--- src/rtl/free_list_bank.sv ---
// One bank of the physical-register free list: a circular FIFO of bank-local
// PR indices feeding rename, with occupancy count, threshold flags and sticky errors.
`timescale 1ns/1ps
module free_list_bank #(
  parameter  int unsigned PR_COUNT        = 128,
  parameter  int unsigned BANK_COUNT      = 4,
  parameter  int unsigned BANK_ID         = 0,
  parameter  int unsigned AR_COUNT        = 32,
  parameter  int unsigned LOWER_THRESHOLD = 8,
  parameter  int unsigned UPPER_THRESHOLD = 24,
  localparam int unsigned DEPTH           = PR_COUNT / BANK_COUNT,
  localparam int unsigned IDX_W           = $clog2(DEPTH),
  localparam int unsigned TAG_W           = $clog2(PR_COUNT)
) (
  input  logic             CLK,
  input  logic             RST,
  input  logic             enq_valid,
  input  logic [TAG_W-1:0] enq_PR_tag,
  output logic             deq_valid,
  output logic [TAG_W-1:0] deq_PR_tag,
  input  logic             deq_ready,
  output logic [IDX_W:0]   count,
  output logic             low_flag,
  output logic             high_flag,
  output logic             overflow_err,
  output logic             underflow_err,
  output logic             bank_err
);

  localparam int unsigned      BNK_W       = $clog2(BANK_COUNT);
  localparam int unsigned      AR_PER_BANK = AR_COUNT / BANK_COUNT;
  localparam int unsigned      FREE_AT_RST = DEPTH - AR_PER_BANK;
  localparam logic [BNK_W-1:0] BANK_BITS   = BNK_W'(BANK_ID);
  localparam logic [IDX_W:0]   DEPTH_C     = (IDX_W+1)'(DEPTH);
  localparam logic [IDX_W:0]   LOW_C       = (IDX_W+1)'(LOWER_THRESHOLD);
  localparam logic [IDX_W:0]   HIGH_C      = (IDX_W+1)'(UPPER_THRESHOLD);
  localparam logic [IDX_W:0]   RST_CNT_C   = (IDX_W+1)'(FREE_AT_RST);
  localparam logic [IDX_W-1:0] RST_TAIL_C  = IDX_W'(FREE_AT_RST);

  logic [IDX_W-1:0] mem_q [DEPTH];
  logic [IDX_W-1:0] head_q, head_d;
  logic [IDX_W-1:0] tail_q, tail_d;
  logic [IDX_W:0]   count_q, count_d;
  logic             ovf_q, ovf_d;
  logic             unf_q, unf_d;
  logic             bnk_q, bnk_d;
  logic             deq_fire;
  logic             enq_accept;
  logic             bank_mismatch;

  // A full bank still accepts an enqueue when the head leaves in the same cycle.
  always_comb begin
    deq_fire      = (count_q != '0) & deq_ready;
    enq_accept    = enq_valid & ((count_q < DEPTH_C) | deq_fire);
    bank_mismatch = enq_valid & (enq_PR_tag[BNK_W-1:0] != BANK_BITS);

    head_d  = head_q + IDX_W'(deq_fire);
    tail_d  = tail_q + IDX_W'(enq_accept);
    count_d = count_q;
    unique case ({enq_accept, deq_fire})
      2'b10:   count_d = count_q + 1'b1;
      2'b01:   count_d = count_q - 1'b1;
      default: count_d = count_q;
    endcase

    ovf_d = ovf_q | (enq_valid & ~enq_accept);
    unf_d = unf_q | (deq_ready & (count_q == '0));
    bnk_d = bnk_q | bank_mismatch;
  end

  // Slots past the initially free PRs reset to zero; they are never read before being written.
  always_ff @(posedge CLK or posedge RST) begin
    if (RST) begin
      for (int unsigned i = 0; i < DEPTH; i++) begin
        mem_q[i] <= (i < FREE_AT_RST) ? IDX_W'(i + AR_PER_BANK) : '0;
      end
    end else if (enq_accept) begin
      mem_q[tail_q] <= enq_PR_tag[TAG_W-1:BNK_W];
    end
  end

  always_ff @(posedge CLK or posedge RST) begin
    if (RST) begin
      head_q  <= '0;
      tail_q  <= RST_TAIL_C;
      count_q <= RST_CNT_C;
      ovf_q   <= 1'b0;
      unf_q   <= 1'b0;
      bnk_q   <= 1'b0;
    end else begin
      head_q  <= head_d;
      tail_q  <= tail_d;
      count_q <= count_d;
      ovf_q   <= ovf_d;
      unf_q   <= unf_d;
      bnk_q   <= bnk_d;
    end
  end

  assign deq_valid     = (count_q != '0);
  assign deq_PR_tag    = {mem_q[head_q], BANK_BITS};
  assign count         = count_q;
  assign low_flag      = (count_q < LOW_C);
  assign high_flag     = (count_q > HIGH_C);
  assign overflow_err  = ovf_q;
  assign underflow_err = unf_q;
  assign bank_err      = bnk_q;

endmodule

--- config.mk ---
export PLATFORM = sky130hd
export DESIGN_NAME = free_list_bank
export DESIGN_NICKNAME = d
export VERILOG_FILES = /design/src/rtl/free_list_bank.sv
export SDC_FILE = /design/constraint.sdc
export NUM_CORES = 1
export LEC_CHECK = 0
export BUFFER_PORTS_ARGS = -buffer_cell sky130_fd_sc_hd__buf_2
export CAP_MARGIN = 10
export CORE_MARGIN = 2
export CORE_UTILIZATION = 55
export DETAILED_ROUTE_END_ITERATION = 16
export GPL_ROUTABILITY_DRIVEN = 1
export HOLD_SLACK_MARGIN = 0.05
export PLACE_DENSITY = 0.74
export SYNTH_ARGS = -nofsm -noshare
export SYNTH_HDL_FRONTEND = slang
export SYNTH_SLANG_ARGS = --single-unit
--- constraint.sdc ---
create_clock -name CLK -period 16 [get_ports CLK]
set_input_delay 3.2 -clock CLK [delete_from_list [all_inputs] [get_ports CLK]]
set_output_delay 3.2 -clock CLK [all_outputs]
set_load 0.05 [all_outputs]
==> metrics <==
global-route wire length before repair 29.9 mm; hpwl dp 11.9 mm; Diodes inserted 0; RSZ-0062 raised after global routing false; Async SR Flop Fraction 1.00; clk sinks 179; Synth Area in XOR/XNOR 0.0122; post-synth cell types 53; drt total wl 18.2 mm; critical path fanouts, max 61; Final Skew 0.0101 ns; initial cell density of the core 0.566; Final setup violation count 0; Worst Tran Pin Value 1.12 ns; Synth Instances 610; total placed cells including tap cells 809; fin cells 841; largest area contributor in the synthesized netlist dfrtp_1; syn avg cell area 14.2 µm²; Tmin final 6.34 ns; Ys Warns 0; largest net degree at the start of global routing 104; CP Capture Type output port; Crit. Startpoint head_q[0]; #FFs+latches synth 179; Design Area, Final 9500 µm²; Core ar. 15300 µm²; CP peak stage delay 1.15 ns; post-synthesis mux area share 0.310; synthesized area 8630 µm²; final hold vios 0; compound-cell area share of the yosys netlist 0.0478; Hold Path End overflow_err; worst slack at placement 10.23 ns; IO Pins 30; max-cap violation count 0; most frequent cells in the layout mux2_2 (160), dfrtp_1 (106), dfstp_2 (72); root buf cell clkbuf_16; Worst Reg2Reg Path Length in Cells 10; WS Path Type reg -> out; area grow syn2layout 10.0%; wire length per cell 21.7 µm; Main synth FF type dfrtp_1; Post-synth EDFFs 0; final global-route overflow total 0; clk_lat worst skew 0.44 ns; slowest CP cell dfrtp_4; setup_tns 0 ns; Placed Area 8860 µm²; worst r2r dst count[4]; Final Util 0.622; largest family of logic cells by synthesized area multiplexers; reg-to-reg critical path startpoint count[0]; Residual DRC 0; Power per Cell Area 208 nW/µm²; Worst Setup Start Kind register; Max Freq 158 MHz; CTS tree done; Hold/Removal Path Class reg -> reg; peak supply drop 0.124 mV; Lkg Pwr 4.09 nW; vias post-DR 5095; Final Worst Setup Slack 9.66 ns; Slew Limit Fails 0; hold depth 1; Critical Path AT 3.14 ns; total setup buffers inserted after CTS 0; Routed Antenna Nets 0; # resized after CTS 0; final worst path period share 0.396; Adder-Cell Fraction of Synth Area 0.0101; top cell type's share of synthesized area 0.310; sequential cell area fraction in the yosys report 0.529; Die Ht 129 µm; share of post-route cells with drive strength above 1 0.540; die width 129 µm; post-DR vias/cell 6.06; crit path cell chain mux2i_1 > a221oi_1 > o21ai_0 > a22oi_1 > buf_2; number of hold buffers added after cts 0; final weighted congestion in routability-driven placement 0.818; port buffer count 27; CP required 12.80 ns; antenna violations before repair 0; TritonCTS buffer count 17; via count of the first global-routing pass 5457; final net count 635; total die area 16700 µm²; Post-Synth Simple-Gate Area 0.0662; Max-slew headroom 0.250; HP Start overflow_err; reg2reg setup slack 13.01 ns; Initial DRC Count 364; most common cell after layout, fill and taps aside mux2_2; outcome finished clean; CTS max path bufs 2; Synth area leaders dfrtp_1 (31%), dfstp_2 (22%), mux2_2 (21%); H-tree levels 4; drt first pass iters 4; std cell rows 45; GRT Overall Usage 0.238; clk slew on worst S/H paths 0.07 ns
## how the worst max path moves through the flow
stage               endpoint  slack [ns]  cells after the start
2_1_floorplan       bank_err        8.06                      1
3_3_place_gp   deq_PR_tag[2]       10.27                      4
3_5_place_dp   deq_PR_tag[2]       10.23                      5
4_1_cts        deq_PR_tag[4]        9.68                      5
5_1_grt        deq_PR_tag[4]        9.55                      5
6_report       deq_PR_tag[4]        9.66                      5
## cells in the mapped netlist, types with 4 or more instances
cell type / instances
a211oi_1: 5
a21oi_1: 9
a221oi_1: 10
a22oi_1: 5
buf_2: 4
buf_4: 7
clkbuf_1: 28
dfrtp_1: 107
dfstp_2: 72
ha_1: 7
mux2_2: 160
mux2i_1: 41
mux4_2: 20
nand2_1: 20
nand2b_1: 6
nand3_1: 10
nor2_2: 6
nor2_4: 6
nor2b_1: 9
o21ai_0: 12
o221ai_1: 5
o22ai_1: 5
xnor2_1: 5
xor2_1: 7
## routing by layer
metal	vias up	global-route usage	wire (µm)
met5	-	0	0
met3	29	0.0524	940
li1	2279	-	-
met2	142	0.369	8890
met1	2645	0.328	7930
met4	0	0.101	455
## stage by stage
step,hold WS (ns),power (W)
after detailed placement,0.444,0.00153
after global routing,0.492,0.00208
final,0.466,0.00197
after global placement,0.439,0.00151
after floorplan,0.457,0.00136
after CTS,0.466,0.00198
## flip-flops by register name, indices dropped and copies added, names as in the netlist
register       count
bank_err           1
head_q             5
count              6
underflow_err      1
overflow_err       1
tail_q             5
mem_q            160
## final cells by class
| cell class | instances | area (µm²) |
|---|---|---|
| clock inverter | 15 | 209 |
| fill | 1128 | 5760 |
| inverter | 3 | 16.3 |
| tap | 211 | 264 |
| multi-input combinational | 387 | 3860 |
| clock buffer | 17 | 425 |
| sequential | 179 | 4570 |
| timing repair buffer | 29 | 150 |
## where the power goes
group          leakage (nW)  switching (W)  total (W)  internal [W]
logic                  1.64       0.000319   0.000639      0.000319
registers              2.15       0.000196   0.000891      0.000695
clock network         0.308       0.000191   0.000445      0.000254
## cells by family after synthesis
logic type | after synthesis
other | 1
AND/OR/NAND/NOR | 85
XOR/XNOR | 12
multiplexers | 222
buffers and inverters | 45
flip-flops | 179
AO/OA/AOI/OAI | 59
adder cells (fa/ha/maj) | 7
## critical path: cells and delay by family, from the launching register on
kind	cells	cell delay, ns
muxes	1	0.19
DFF	1	1.15
buffers and inverters	1	0.33
AOI/OAI and AO/OA	3	0.99
(Power assumes the default switching activity.)
